### src/rtl/settable_mod_counter_pkg.sv
// -----------------------------------------------------------------------------
// settable_mod_counter_pkg
//   Shared clock/calendar constants and small helpers for the settable modulo
//   counter family (seconds, minutes, hours, day-of-month).
//
//   Contents:
//     SEC_MAX, MIN_MAX, HOUR_MAX, DAY_MIN, DAY_MAX : standard counter limits
//     BCD_INVALID : digit code shown when a value cannot be shown in 2 digits
//     BCD_LIMIT   : largest value that fits in two BCD digits
//     action_e    : what the counter does in a given cycle
//     clamp16     : clamp a value into [lo, hi]
// -----------------------------------------------------------------------------
package settable_mod_counter_pkg;

   localparam int unsigned SEC_MAX  = 59;
   localparam int unsigned MIN_MAX  = 59;
   localparam int unsigned HOUR_MAX = 23;
   localparam int unsigned DAY_MIN  = 1;
   localparam int unsigned DAY_MAX  = 31;

   localparam logic [3:0]  BCD_INVALID = 4'hF;
   localparam int unsigned BCD_LIMIT   = 99;

   typedef enum logic [1:0] {
      ACT_HOLD      = 2'd0,
      ACT_LOAD      = 2'd1,
      ACT_STEP_UP   = 2'd2,
      ACT_STEP_DOWN = 2'd3
   } action_e;

   // Counters are at most 16 bits wide, so a 16-bit clamp covers every width.
   function automatic logic [15:0] clamp16(input logic [15:0] v,
                                           input logic [15:0] lo,
                                           input logic [15:0] hi);
      if (v < lo)      return lo;
      else if (v > hi) return hi;
      else             return v;
   endfunction

endpackage

### src/rtl/bin2bcd_99.sv
// -----------------------------------------------------------------------------
// bin2bcd_99
//   Purely combinational binary to two-digit BCD converter. Values above 99
//   cannot be shown in two digits, so both digits report BCD_INVALID.
//
//   Parameters:
//     WIDTH   input width in bits (4..16)
//   Ports:
//     i_bin   in  WIDTH  binary value
//     o_tens  out 4      tens digit, or BCD_INVALID
//     o_ones  out 4      ones digit, or BCD_INVALID
// -----------------------------------------------------------------------------
module bin2bcd_99
   import settable_mod_counter_pkg::*;
#(
   parameter int unsigned WIDTH = 8
) (
   input  logic [WIDTH-1:0] i_bin,
   output logic [3:0]       o_tens,
   output logic [3:0]       o_ones
);

   // Widen to 16 bits so the range test and divide work for every WIDTH,
   // including widths too narrow to hold the constant 99.
   logic [15:0] bin_ext;
   logic        in_range;

   assign bin_ext  = 16'(i_bin);
   assign in_range = (bin_ext <= 16'(BCD_LIMIT));

   assign o_tens = in_range ? 4'(bin_ext / 16'd10) : BCD_INVALID;
   assign o_ones = in_range ? 4'(bin_ext % 16'd10) : BCD_INVALID;

endmodule

### src/rtl/settable_mod_counter.sv
// -----------------------------------------------------------------------------
// settable_mod_counter
//   Up/down modulo counter with runtime top value, wrap or saturate mode,
//   synchronous load and combinational carry/borrow pulses for chaining
//   (seconds -> minutes -> hours ...). Optional BCD digit outputs.
//
//   Parameters:
//     WIDTH   counter width in bits (4..16)
//     MIN     lowest count and wrap target
//     BCD_EN  1: drive BCD digits, 0: tie them to 0
//   Ports:
//     i_sysclk     in  1      clock, rising edge
//     i_reset_n    in  1      synchronous active-low reset (count -> MIN)
//     i_en         in  1      step enable
//     i_dir        in  1      1 = up, 0 = down
//     i_sat        in  1      0 = wrap, 1 = saturate
//     i_max        in  WIDTH  runtime top value (effective top = max(i_max, MIN))
//     i_load       in  1      load strobe, beats stepping
//     i_load_val   in  WIDTH  value to load (clamped to [MIN, top])
//     o_count      out WIDTH  current count
//     o_bcd_tens   out 4      BCD tens digit of o_count
//     o_bcd_ones   out 4      BCD ones digit of o_count
//     o_overflow   out 1      carry pulse, combinational
//     o_underflow  out 1      borrow pulse, combinational
// -----------------------------------------------------------------------------
module settable_mod_counter
   import settable_mod_counter_pkg::*;
#(
   parameter int unsigned WIDTH  = 8,
   parameter int unsigned MIN    = 0,
   parameter bit          BCD_EN = 1'b1
) (
   input  logic             i_sysclk,
   input  logic             i_reset_n,
   input  logic             i_en,
   input  logic             i_dir,
   input  logic             i_sat,
   input  logic [WIDTH-1:0] i_max,
   input  logic             i_load,
   input  logic [WIDTH-1:0] i_load_val,
   output logic [WIDTH-1:0] o_count,
   output logic [3:0]       o_bcd_tens,
   output logic [3:0]       o_bcd_ones,
   output logic             o_overflow,
   output logic             o_underflow
);

   localparam logic [WIDTH-1:0] MIN_W = WIDTH'(MIN);
   localparam logic [WIDTH-1:0] ONE_W = WIDTH'(1);

   logic [WIDTH-1:0] count_q;
   logic [WIDTH-1:0] count_d;
   logic [WIDTH-1:0] top;
   logic             at_top;
   logic             at_min;
   action_e          action;

   // A runtime i_max below MIN would make the range empty; MIN wins.
   assign top    = (i_max > MIN_W) ? i_max : MIN_W;
   assign at_top = (count_q >= top);
   assign at_min = (count_q <= MIN_W);

   // Reset is handled in the register itself, so it outranks everything here.
   always_comb begin
      if (i_load)    action = ACT_LOAD;
      else if (i_en) action = i_dir ? ACT_STEP_UP : ACT_STEP_DOWN;
      else           action = ACT_HOLD;
   end

   // NOTE: count_d takes a default before the case so every path assigns it
   // and no latch is inferred.
   always_comb begin
      count_d = count_q;
      case (action)
         ACT_LOAD: begin
            count_d = WIDTH'(clamp16(16'(i_load_val), 16'(MIN_W), 16'(top)));
         end
         ACT_STEP_UP: begin
            // count >= top covers a count stranded above a lowered i_max:
            // it wraps (with carry) or saturates like a count sitting on top.
            if (!at_top)    count_d = count_q + ONE_W;
            else if (i_sat) count_d = top;
            else            count_d = MIN_W;
         end
         ACT_STEP_DOWN: begin
            // A count stranded above a lowered i_max drops straight to top.
            if (count_q > top) count_d = top;
            else if (!at_min)  count_d = count_q - ONE_W;
            else if (i_sat)    count_d = MIN_W;
            else               count_d = top;
         end
         default: count_d = count_q;
      endcase
   end

   // Pulses are zero-latency so a downstream counter enabled by them steps
   // on the very edge where this one wraps.
   assign o_overflow  = (action == ACT_STEP_UP)   & ~i_sat & at_top;
   assign o_underflow = (action == ACT_STEP_DOWN) & ~i_sat & at_min;

   // NOTE: sequential state is updated with non-blocking assignments so all
   // flops sample their inputs from the same pre-edge values.
   always_ff @(posedge i_sysclk) begin
      if (!i_reset_n) count_q <= MIN_W;
      else            count_q <= count_d;
   end

   assign o_count = count_q;

   generate
      if (BCD_EN) begin : g_bcd
         bin2bcd_99 #(
            .WIDTH (WIDTH)
         ) u_bin2bcd (
            .i_bin  (count_q),
            .o_tens (o_bcd_tens),
            .o_ones (o_bcd_ones)
         );
      end else begin : g_no_bcd
         assign o_bcd_tens = 4'd0;
         assign o_bcd_ones = 4'd0;
      end
   endgenerate

endmodule
### config.mk
export PLATFORM = sky130hd
export DESIGN_NAME = settable_mod_counter
export DESIGN_NICKNAME = d
export VERILOG_FILES = /design/src/rtl/settable_mod_counter_pkg.sv /design/src/rtl/bin2bcd_99.sv /design/src/rtl/settable_mod_counter.sv
export SDC_FILE = /design/constraint.sdc
export NUM_CORES = 1
export LEC_CHECK = 0
export CORE_UTILIZATION = 56
export CTS_CLUSTER_SIZE = 12
export DETAILED_ROUTE_END_ITERATION = 10
export GPL_TIMING_DRIVEN = 0
export PLACE_DENSITY = 0.9
export SLEW_MARGIN = 30
export SYNTH_ARGS = -nofsm -noshare
export SYNTH_HDL_FRONTEND = slang
export SYNTH_HIERARCHICAL = 1
export SYNTH_SLANG_ARGS = --single-unit
### constraint.sdc
create_clock -name i_sysclk -period 5.57 [get_ports i_sysclk]
set_input_delay 0.8355 -clock i_sysclk [delete_from_list [all_inputs] [get_ports i_sysclk]]
set_output_delay 0.8355 -clock i_sysclk [all_outputs]
set_load 0.005 [all_outputs]
==> metrics.md <==
| Metric | Value |
|---|---|
| Max Used Layer | met4 |
| DRT iter0 DRCs | 477 |
| Worst-Margin Slew | roughly 0.67 ns |
| Post-Synthesis Cell Area | between 2000 and 3000 um2 |
| Initial antenna violation count | 0 |
| Share of layout cells above drive strength 1 | 0.1401 |
| Worst-path clk slew | 0.04 ns |
| Die Area | 5059 um2 |
| IO Pins | 40 |
| CTS max path bufs | 2 |
| Hold crit path type | reg2reg |
| VDD IR-drop max | between 0.15 and 0.2 mV |
| Setup Skew | 0.001457 ns |
| Worst Path Max Fanout | 10 |
| Final hold vios | 0 |
| Total routed wirelength | between 8 and 9 mm |
| Largest net degree at the start of global routing | 15 |
| Path type of the worst setup path | reg2out |
| Power, Total | 0.7222 mW |
| Startpoint types | flop |
| Die W | 71.13 um |
| Crit path buf inv count | 5 |
| Ranking of synthesized cells by area | ha_1 (8.9%), dfxtp_1 (6.0%), a21oi_1 (4.9%) |
| Syn Area/Cell | 7.175 um2 |
| Final HPWL DP | 6.517 mm |
| Final ANT Viol Nets | 0 |
| # H-tree levels | 1 |
| RR Endpoint | o_count[3]$_SDFFE_PN0P_ |
| Synth top area share | 0.08883 |
| Worst path most repeated cell | buf_4 |
| Reg2reg setup slack | 2.73 ns |
| Flops & latches, synth | 8 |
| GPL Wtd Cong | 0.9774 |
| GRT overflow | 0 |
| NumNets Final | 457 |
| Slew Limit Fails | 0 |
| Post-synth EDFFs | 0 |
| CTS Hold Bufs | 0 |
| Maxcap violations | 0 |
| Row Count | 24 |
| Hold Worst Slack | 0.8262 ns |
| Vias in the first global route | 2879 |
| CP top delay family | simple AND/OR/NAND/NOR gates |
| Layout overhead on the synthesized area | 19.92% |
| Highest clock rate | 0.1855 GHz |
| Setup crit end kind | output pin |
| Met3 WL | 851 um |
| M1 wire length | 3.577 mm |
| CTS Sinks | 8 |
| Sequential area share after synthesis | 0.05984 |
| Initial Utilization | 0.5982 |
| Clock Tree Root | clkbuf_8 |
| CTS tree | done |
| Post-Syn Nets | 414 |
| Fin crit period | 5.390 ns |
| Max_slew headroom | 0.5553 |
| Pre-Repair DR Iteration Count | 8 |
| Pwr Density | 225.0 nW/um2 |
| Met2 wire length | just under 4 mm |
| Worst R2R Path Depth | 8 |
| First-pass GRT wire length | 13.97 mm |
| Inserted Diodes | 0 |
| Avg Vias per Cell | 7.009 |
| Critical path depth | 17 |
| Die Y-Extent | 71.13 um |
| Ys flop type | dfxtp_1 |
| Final Cycle Share | 0.9677 |
| Core area | 4474 um2 |
| Critical Path Start | o_count[5]$_SDFFE_PN0P_ |
| CP endpoint | o_bcd_ones[1] |
| Via count | 3266 |
| Fraction of registers with async set/reset | 0 |
| Outcome | complete, but fails checks |
| Synth area leader | ha_1 |
| Violated checks | DRC |
| FF-to-FF Start | o_count[0]$_SDFFE_PN0P_ |
| Syn Inst Count | 373 |
| LEAKAGE | 1.240 nW |
| Setup-failing EPs final | 0 |
| Critical Path RT | 4.73 ns |
| Library cells used by synthesis | 92 |
| CP cell instances | buf_4, nor2_4, inv_1, ha_1, buf_2, or4b_2, o221ai_1, o211a_1, nor2_1, nor4b_1, nor4_1, nand3_1, a2111o_1, buf_4, xnor2_1, nand2_1, clkdlybuf4s50_1 |
| YS warnings | 6 |
| Routed wire per std cell | 18.24 um |
| Worst-Skew Late Latency | 0.24 ns |
| Max incr delay on CP | 0.62 ns |
| # port buffers | 38 |
| Total GRT Usage | 0.3472 |
| CP max stage cell | or4b_2 |
| Worst Path Arrival | 4.55 ns |
| Max reg flops | 8 |
| DRC viols | 1 |
| CTS Buf Count | 3 |
report_power, final:
| group | total [mW] | internal (mW) | switching [mW] | leakage (nW) |
|---|---|---|---|---|
| Sequential | 0.0823 | 0.0645 | 0.0178 | 0.0665 |
| Clock | 0.0743 | 0.0472 | 0.0271 | 0.0216 |
| Combinational | 0.566 | 0.267 | 0.299 | 1.15 |
worst min path at each step:
stage	from	end	slack, ns	depth (start not counted)
3_3_place_gp	o_count[6]$_SDFFE_PN0P_	o_count[6]$_SDFFE_PN0P_	0.79	3
5_1_grt	o_count[6]$_SDFFE_PN0P_	o_count[6]$_SDFFE_PN0P_	0.87	3
4_1_cts	o_count[6]$_SDFFE_PN0P_	o_count[6]$_SDFFE_PN0P_	0.80	3
6_report	o_count[6]$_SDFFE_PN0P_	o_count[6]$_SDFFE_PN0P_	0.83	3
3_5_place_dp	o_count[6]$_SDFFE_PN0P_	o_count[6]$_SDFFE_PN0P_	0.80	3
2_1_floorplan	o_count[6]$_SDFFE_PN0P_	o_count[6]$_SDFFE_PN0P_	0.68	3
worst min-delay path, stage by stage (launching register included):
cell and delay [ns]:
dfxtp_1 0.34, buf_2 0.20, nand2_1 0.08, a41oi_1 0.15
routing by layer:
metal / vias up / GRT usage
li1: 1513 / -
met1: 1503 / 0.4781
met2: 217 / 0.5598
met3: 33 / 0.06410
met4: 0 / 0.08444
met5: - / 0
cell usage after synthesis (all sizes together) (4+ instances only):
cell / count
nor4: 8
a31oi: 9
o31ai: 5
and2: 5
clkbuf: 13
a21boi: 4
xnor2: 8
nor2b: 8
and3: 9
dfxtp: 8
nor2: 22
nor3: 12
nand2b: 7
buf: 14
o211ai: 12
mux2i: 7
nor4b: 4
nand3: 19
o21ai: 21
inv: 20
or2: 4
nand4: 8
xor2: 6
ha: 19
a21oi: 27
nand2: 29
layout make-up:
class / count / area [um2]
Fill cell: 364 / 1265
Sequential cell: 8 / 161.4
Buffer: 26 / 141.4
Inverter: 20 / 75.07
Clock buffer: 3 / 41.29
Tap cell: 52 / 65.06
Multi-Input combinational cell: 318 / 2335
Timing Repair Buffer: 39 / 390.4
cells by family (layout without fill, tap and decap cells):
family / Yosys count / count (layout) / share of synthesized area
buffers and inverters: 47 / 88 / 0.08087
multiplexers: 8 / 8 / 0.03039
AND/OR/NAND/NOR: 154 / 154 / 0.3408
adder cells (fa/ha/maj): 20 / 20 / 0.09303
flip-flops: 8 / 8 / 0.05984
AO/OA/AOI/OAI: 122 / 122 / 0.3464
XOR/XNOR: 14 / 14 / 0.04862
through the flow:
stage | instances | util | worst slack (ns) | cell area, um2 | setup TNS, ns
detailed placement | 463 | 0.6977 | 0.01232 | 3122 | 0
finish | 466 | 0.7173 | 0.1799 | 3209 | 0
floorplan | 373 | - | 1.158 | 2676 | 0
CTS | 465 | 0.7097 | 0.008267 | 3176 | 0
global placement | 463 | 0.6977 | 0.1220 | 3122 | 0
global route | 466 | 0.7173 | -0.003806 | 3209 | -0.005620
cells in the final DEF, fill, tap and decap left out, types with 3 or more instances in the layout:
cell type        count
clkdlybuf4s50_1     37
and3b_1              3
nand3_1             18
clkbuf_8             4
xor2_1               6
inv_1               20
dfxtp_1              7
or4_1                3
mux2i_1              7
o21ai_0             18
a32o_1               3
nand2b_1             7
nor4_1               7
ha_1                19
nor2_1              18
buf_4                5
a21oi_1             26
o21ai_1              3
and2_1               5
a31oi_1              8
nand4_1              7
and3_1               8
a21boi_0             3
nand2_1             29
or2_2                3
clkbuf_1            10
nor2b_1              7
xnor2_1              7
nor3_1              12
o211ai_1            11
buf_2                9
o31ai_1              5
o41a_1               3
what timing repair did:
action	in CTS	in global routing
pin swaps	0	3
hold endpoints to repair	0	0
setup endpoints to repair	4	4
setup buffers	0	1
resized for setup	3	12
Power figures use the tool's default switching activity.
